==> src/rtl/register_file.sv <==
// rtl/register_file.sv - two-read/one-write register bank with a handshaked dump engine
// Optional feature: define REG_FILE_BYPASS_EN for same-cycle write-through on both read ports.
module register_file #(
   parameter int NB_DATA      = 16,
   parameter int NB_REGISTERS = 5
) (
   input  logic                    i_clk,
   input  logic                    i_reset,
   input  logic                    i_reg_write,
   input  logic [NB_REGISTERS-1:0] i_reg_num,
   input  logic [NB_DATA-1:0]      i_reg_w_data,
   input  logic [NB_REGISTERS-1:0] i_rs_num,
   input  logic [NB_REGISTERS-1:0] i_rt_num,
   output logic [NB_DATA-1:0]      o_rs_data,
   output logic [NB_DATA-1:0]      o_rt_data,
   input  logic                    i_dump_start,
   input  logic                    i_dump_ready,
   output logic                    o_dump_valid,
   output logic [NB_REGISTERS-1:0] o_dump_addr,
   output logic [NB_DATA-1:0]      o_dump_data,
   output logic                    o_dump_done,
   output logic                    o_dump_busy
);

   localparam int N_REGS = 2 ** NB_REGISTERS;
   localparam logic [NB_REGISTERS-1:0] LAST_IDX = NB_REGISTERS'(N_REGS - 1);

   localparam logic [1:0] ST_IDLE = 2'd0;
   localparam logic [1:0] ST_SEND = 2'd1;
   localparam logic [1:0] ST_DONE = 2'd2;

   logic [NB_DATA-1:0]      regs_q [N_REGS];
   logic [1:0]              state_q, state_d;
   logic [NB_REGISTERS-1:0] idx_q, idx_d;
   logic [NB_REGISTERS-1:0] idx_next;
   logic [NB_DATA-1:0]      data_q, data_d;

   // Register 0 is never written, so it stays at its reset value of zero.
   always_ff @(posedge i_clk or negedge i_reset) begin
      if (!i_reset) begin
         for (int i = 0; i < N_REGS; i++) begin
            regs_q[i] <= '0;
         end
      end else if (i_reg_write && (i_reg_num != '0)) begin
         regs_q[i_reg_num] <= i_reg_w_data;
      end
   end

   always_comb begin
      o_rs_data = regs_q[i_rs_num];
      o_rt_data = regs_q[i_rt_num];
`ifdef REG_FILE_BYPASS_EN
      if (i_reg_write && (i_reg_num != '0) && (i_reg_num == i_rs_num)) begin
         o_rs_data = i_reg_w_data;
      end
      if (i_reg_write && (i_reg_num != '0) && (i_reg_num == i_rt_num)) begin
         o_rt_data = i_reg_w_data;
      end
`endif
   end

   assign idx_next = idx_q + 1'b1;

   // Snapshot reads the array before this edge's write lands, so a same-cycle
   // write to the next index is not seen by the beat being loaded.
   always_comb begin
      state_d = state_q;
      idx_d   = idx_q;
      data_d  = data_q;
      case (state_q)
         ST_IDLE: begin
            if (i_dump_start) begin
               state_d = ST_SEND;
               idx_d   = '0;
               data_d  = regs_q[0];
            end
         end
         ST_SEND: begin
            if (i_dump_ready) begin
               if (idx_q == LAST_IDX) begin
                  state_d = ST_DONE;
                  idx_d   = '0;
               end else begin
                  idx_d  = idx_next;
                  data_d = regs_q[idx_next];
               end
            end
         end
         ST_DONE: begin
            state_d = ST_IDLE;
         end
         default: begin
            state_d = ST_IDLE;
         end
      endcase
   end

   always_ff @(posedge i_clk or negedge i_reset) begin
      if (!i_reset) begin
         state_q <= ST_IDLE;
         idx_q   <= '0;
         data_q  <= '0;
      end else begin
         state_q <= state_d;
         idx_q   <= idx_d;
         data_q  <= data_d;
      end
   end

   assign o_dump_valid = (state_q == ST_SEND);
   assign o_dump_addr  = idx_q;
   assign o_dump_data  = data_q;
   assign o_dump_done  = (state_q == ST_DONE);
   assign o_dump_busy  = (state_q != ST_IDLE);

endmodule

==> config.mk <==
export PLATFORM = sky130hd
export DESIGN_NAME = register_file
export DESIGN_NICKNAME = d
export VERILOG_FILES = /design/src/rtl/register_file.sv
export SDC_FILE = /design/constraint.sdc
export NUM_CORES = 1
export LEC_CHECK = 0
export ABC_AREA = 0
export CAP_MARGIN = 0
export CORE_UTILIZATION = 60
export DETAILED_ROUTE_END_ITERATION = 7
export PLACE_DENSITY_LB_ADDON = 0.05
export SLEW_MARGIN = 30
export SYNTH_ARGS = -nofsm -noshare
export SYNTH_HDL_FRONTEND = slang
export SYNTH_SLANG_ARGS = --single-unit
==> constraint.sdc <==
create_clock -name i_clk -period 4.6 [get_ports i_clk]
set_clock_uncertainty 0.05 [all_clocks]
set_input_delay 0.46 -clock i_clk [delete_from_list [all_inputs] [get_ports i_clk]]
set_output_delay 0.46 -clock i_clk [all_outputs]
set_load 0.02 [all_outputs]
# Yosys cells after proc, flatten, opt, wreduce, memory -nomap -nowiden
# Cells that the tools add are included.
# totals
reg_bits,535
inputBits,36
out_inout_bits,56
word_cells,85
# op_classes
n_addsub,1
magnitude_cmp,5
eq_ne,7
n_mux,24
n_bitwise,4
reduce_logical,9
# ops
cell,n
bitwise mux 512 bit,1
binary-select mux 16 bit (select 5 bit),3
2-to-1 mux 16 bit,10
demux 16 bit (select 5 bit),1
one-hot mux 16 bit (2 select lines),1
greater-or-equal comparator 6 bit (second input constant),4
NOT 5 -> 6 bit,4
2-to-1 mux 5 bit,3
one-hot mux 5 bit (2 select lines),1
less-than comparator 6 x 1 -> 1 bit (second input constant),1
2-to-1 mux 2 bit,3
!= test 2 bit (second input constant),3
AND reduction 3 bit,2
adder 5 x 1 -> 5 bit (second input constant),1
equality test 5 bit (second input constant),1
nonzero test 5 bit,1
one-hot mux 2 bit (2 select lines),1
AND reduction 4 bit,1
nonzero test 2 bit,2
equality test 2 x 1 -> 1 bit (second input constant),1
equality test 2 bit (second input constant),1
logical AND 1 bit,2
zero test 2 bit,1
!= test 2 x 1 -> 1 bit (second input constant),1

# Depth between registers and ports, before layout
# logic_depth
ltp_word,8
ltp_mapped,10
ltp_nobuf,8

# Worst setup path after synthesis
# Ideal clock, no wire load.
# synth_timing
kind,input-to-output
from,input port i_rs_num[1]
to,output port o_rs_data[0]
t_arrival_ns,2.249
required_time_ns,4.090
slack_ns,1.841
stages,5
path_buffers,2
cell_sequence,clkbuf_1 -> buf_1 -> mux4_2 -> mux4_2 -> mux2_2
# synth_via
elab_chain_len,4
# synth_lines
item,line,rtl
from (decl),12,"input logic [NB_REGISTERS-1:0] i_rs_num,"
NOT 5 -> 6 bit (not written as such),50,o_rs_data = regs_q[i_rs_num];
binary-select mux 16 bit (select 5 bit),50,
2-to-1 mux 16 bit (not written as such) (2 in series),50,
to (decl),14,"output logic [NB_DATA-1:0] o_rs_data,"
# Every way passes these cells. The select of a mux whose other input is x is not followed.

# Worst setup path after layout
# layout_timing
from,input port i_rs_num[1]
to,output port o_rs_data[13]
# Same word-level chain as after synthesis.

==> metrics.txt <==
# TYPE chip_impl_metric gauge
chip_impl_metric{name="cts_setup_buffers",unit=""} 0
chip_impl_metric{name="crit_arrival",unit="ns"} 3.17
chip_impl_metric{name="placementRows",unit=""} 84
chip_impl_metric{name="synth_mux_area_frac",unit=""} 0.500
chip_impl_metric{name="yosys.area_share.simple",unit=""} 0.0327
chip_impl_metric{name="numCtsBuffers",unit=""} 59
chip_impl_metric{name="cellLeakagePower",unit="nW"} 14.7
chip_impl_metric{name="clkSlewWorstSetupHoldPaths",unit="ns"} 0.06
chip_impl_metric{name="cts.sink_count",unit=""} 535
chip_impl_metric{name="synthDistinctLibCells",unit=""} 35
chip_impl_metric{name="chipWidth",unit="um"} 233
chip_impl_info{name="critical_path.endpoint_type",value="output port"} 1
chip_impl_metric{name="grt-ovfl-total",unit=""} 0
chip_impl_metric{name="worst_slew_pin_slew",unit="ns"} 1.04
chip_impl_metric{name="part_of_the_total_power_dissipated_in_sequential_elements",unit=""} 0.366
chip_impl_metric{name="global_route_wire_length_before_repair",unit="mm"} 150
chip_impl_metric{name="netlist_instances",unit=""} 2044
chip_impl_metric{name="cts_htree_levels",unit=""} 2
chip_impl_metric{name="combPwrFrac",unit=""} 0.356
chip_impl_metric{name="share_of_the_synthesized_area_in_compound_gates_ao_oa_aoi_oai",unit=""} 0.0177
chip_impl_metric{name="setup_viol",unit=""} 0
chip_impl_metric{name="multi_input_comb_area",unit="sq um"} 17800
chip_impl_info{name="clock_tree.root_cell",value="sky130_fd_sc_hd__clkbuf_16"} 1
chip_impl_info{name="crit_type",value="in2out"} 1
chip_impl_metric{name="floorplan.core_area",unit="sq um"} 52800
chip_impl_metric{name="avgViaCountPerCell",unit=""} 7.76
chip_impl_metric{name="grt_start_max_net_pins",unit=""} 132
chip_impl_metric{name="cts_buffer_depth",unit=""} 3
chip_impl_metric{name="antenna_violations_before_repair",unit=""} 5
chip_impl_metric{name="number_of_nets_in_the_layout",unit=""} 2072
chip_impl_metric{name="place_congestion",unit=""} 0.861
chip_impl_metric{name="pwr-share-clk",unit=""} 0.278
chip_impl_metric{name="post_route_cells_drive_above_1_share",unit=""} 0.581
chip_impl_metric{name="synth.net_count",unit=""} 2082
chip_impl_metric{name="routed_wirelength",unit="mm"} 101
chip_impl_metric{name="drtAntennaViolNets",unit=""} 0
chip_impl_info{name="tritoncts_clock_tree",value="built"} 1
chip_impl_metric{name="iteration_count_of_the_initial_detailed_routing_pass",unit=""} 8
chip_impl_info{name="main_combinational_cell_family_by_area_after_synthesis",value="multiplexers"} 1
chip_impl_metric{name="clock.fmax",unit="MHz"} 272
chip_impl_metric{name="slew_headroom",unit=""} 0.304
chip_impl_metric{name="timing.critical_path.fanout_max",unit=""} 52
chip_impl_info{name="rsz0062_at_grt",value="false"} 1
chip_impl_metric{name="synthesis.yosys.warnings",unit=""} 0
chip_impl_metric{name="p_int",unit="mW"} 12.2
chip_impl_metric{name="drt_first_iter_violations",unit=""} 2706
chip_impl_info{name="hold_path.class",value="in2async"} 1
chip_impl_metric{name="synthesis.area_per_instance",unit="sq um"} 15.7
chip_impl_metric{name="synthesis.area",unit="sq um"} 32100
chip_impl_info{name="cp-startpoint",value="i_rs_num[1]"} 1
chip_impl_info{name="timing.rr.start",value="o_dump_addr[0]"} 1
chip_impl_metric{name="cts_resized",unit=""} 0
chip_impl_metric{name="cts_hold_repair.buffers",unit=""} 1
chip_impl_metric{name="post_synth_fa_ha_maj_area_fraction",unit=""} 0.000778
chip_impl_metric{name="gr-usage-all-layers",unit=""} 0.389
chip_impl_metric{name="detail_route.drc_violations",unit=""} 18
chip_impl_metric{name="post_drt_wl_per_cell",unit="um"} 36.6
chip_impl_metric{name="ys_seq_area_frac",unit=""} 0.416
chip_impl_metric{name="critical_path_required",unit="ns"} 4.09
chip_impl_metric{name="nFillCells",unit=""} 3621
chip_impl_metric{name="area.growth.synth_to_final",unit="%"} 11.4
chip_impl_metric{name="vias",unit=""} 21530
chip_impl_metric{name="clk-insertion-delay-late",unit="ns"} 0.64
chip_impl_metric{name="max_cap_viol_count",unit=""} 0
chip_impl_metric{name="dp.final_hpwl",unit="mm"} 59.2
chip_impl_metric{name="final.min_clock_period",unit="ns"} 3.68
chip_impl_metric{name="finish.utilization",unit=""} 0.679
chip_impl_metric{name="die_h",unit="um"} 233
chip_impl_info{name="failed_checks",value="DRC"} 1
chip_impl_metric{name="finalHoldViolCount",unit=""} 0
chip_impl_metric{name="synth_seq_cells",unit=""} 535
chip_impl_info{name="status",value="complete, but fails checks"} 1
chip_impl_metric{name="start_util",unit=""} 0.609
chip_impl_metric{name="power.ir.vdd_worst",unit="uV"} 753
chip_impl_metric{name="netSwitchingFraction",unit=""} 0.327
chip_impl_metric{name="total_switching_power",unit="mW"} 5.92
chip_impl_metric{name="post_synth_xor_area_fraction",unit=""} 0.000817
chip_impl_metric{name="sequential_cell_area",unit="sq um"} 13400
chip_impl_metric{name="port_buffers",unit=""} 91
chip_impl_metric{name="die_area",unit="sq um"} 54500
chip_impl_info{name="start_kind",value="input pin"} 1
chip_impl_metric{name="io_pins",unit=""} 92
chip_impl_metric{name="timing.setup.tns",unit="ns"} 0
chip_impl_metric{name="grt_pass1_vias",unit=""} 21695
chip_impl_metric{name="power_per_unit_of_standard_cell_area",unit="nW/um^2"} 506
chip_impl_metric{name="fin_crit_sh",unit=""} 0.800
chip_impl_metric{name="report.final.slew_viol_count",unit=""} 0
[synth_stat cells, drive strengths merged]
master	number	share of area
a211oi	32	0.0075
a21oi	2	0.00043
a311oi	16	0.0044
a32oi	16	0.0044
and3	3	0.00058
and3b	2	0.00055
buf	83	0.013
clkbuf	156	0.018
dfrtp	535	0.42
ha	2	0.00078
inv	3	0.00035
mux2	529	0.19
mux2i	1	0.00031
mux4	448	0.31
nand2	39	0.0046
nand2b	3	0.00058
nand3	99	0.015
nand3b	6	0.0014
nand4	16	0.0031
nor2	34	0.0043
nor2b	1	0.00019
nor3	1	0.00016
nor3b	5	0.0012
o21ai	4	0.00062
o21bai	1	0.00023
o31ai	1	0.00023
or2	2	0.00039
or3b	1	0.00027
xnor2	1	0.00027
xor2	2	0.00055
[cell families (layout without fill, tap and decap cells)]
logic type | after synthesis | after routing
adders and majority gates | 2 | 2
xor gates and xnor gates | 3 | 3
buffers and inverters | 242 | 280
AOI/OAI and AO/OA | 72 | 72
muxes | 978 | 978
and+or+nand+nor | 212 | 212
other | 0 | 3
DFF | 535 | 535
[worst max-delay path, stage by stage]
cell	delay [ns]
sky130_fd_sc_hd__buf_6	0.41
sky130_fd_sc_hd__buf_12	0.37
sky130_fd_sc_hd__mux4_2	0.37
sky130_fd_sc_hd__mux4_2	0.54
sky130_fd_sc_hd__mux2_2	0.32
sky130_fd_sc_hd__clkdlybuf4s50_1	0.55
[cells in the final DEF (no fill, tap or decap), drive strengths merged, types with 2 or more instances in the layout]
cell and instances:
clkdlybuf4s50 66, nand2 39, mux4 448, nor3b 5, clkinv 15, inv 3
a21oi 2, or2 2, dfrtp 535, and3 3, ha 2, nand2b 3
xor2 2, a32oi 16, bufinv 6, nand4 16, buf 101, a311oi 16
a211oi 32, nand3b 6, nor2 34, nand3 99, and3b 2, o21ai 4
clkbuf 88, diode 3, mux2 529
[area by class of cell]
cell class / count / share of cell area
clock inverter: 21 / 0.00713
timing repair buffer: 168 / 0.0465
tap: 688 / 0.0240
multi-input combinational: 1267 / 0.498
antenna: 3 / 0.000210
inverter: 3 / 0.000314
sequential: 535 / 0.374
clock buffer: 88 / 0.0502
[registers in the layout, indices dropped and copies added (netlist names)]
name	count
o_dump_data	16
state_q	2
regs_q	512
o_dump_addr	5
[path summary, 6_finish.rpt]
path / end / slack [ns] / cells past startpoint
worst max-delay path: o_rs_data[13] / 0.92 / 6
worst min-delay path: o_dump_data[2] / 0.23 / 2
worst max register to register: o_dump_data[13] / 1.52 / 9
worst min register to register: regs_q[507] / 0.43 / 0
max in group asynchronous: regs_q[503] / 2.94 / 4
min in group i_clk: regs_q[294] / 0.41 / 2
[power groups by stage]
stage	logic, mW	registers (mW)	clock network, mW
after floorplan	4.64	6.38	0
after global placement	6.35	6.57	0
after detailed placement	6.40	6.65	0
after CTS	6.44	6.57	5.08
after global routing	6.79	6.75	5.27
final	6.46	6.63	5.04
[per-layer routing]
layer  up-vias  part of all wire  global-route usage
li1       8236                 -                   -
met1     11529              0.38               0.538
met2      1470              0.45               0.566
met3       289              0.13               0.134
met4         6             0.046               0.162
met5         -           0.00044                   0
[stage by stage]
step / hold slack [ns] / std cells / power [mW] / area [sq um] / setup slack, ns
after CTS: 0.420 / 2769 / 18.1 / 35800 / 0.947
after global placement: 0.390 / 2659 / 12.9 / 33800 / 0.973
final: 0.228 / 2773 / 18.1 / 35800 / 0.921
after detailed placement: 0.406 / 2659 / 13.0 / 33800 / 0.950
after floorplan: 0.114 / 2044 / 11.0 / 32100 / 1.84
after global routing: 0.256 / 2771 / 18.8 / 35800 / 0.859
Note: power is estimated with default switching activity, not from simulation.
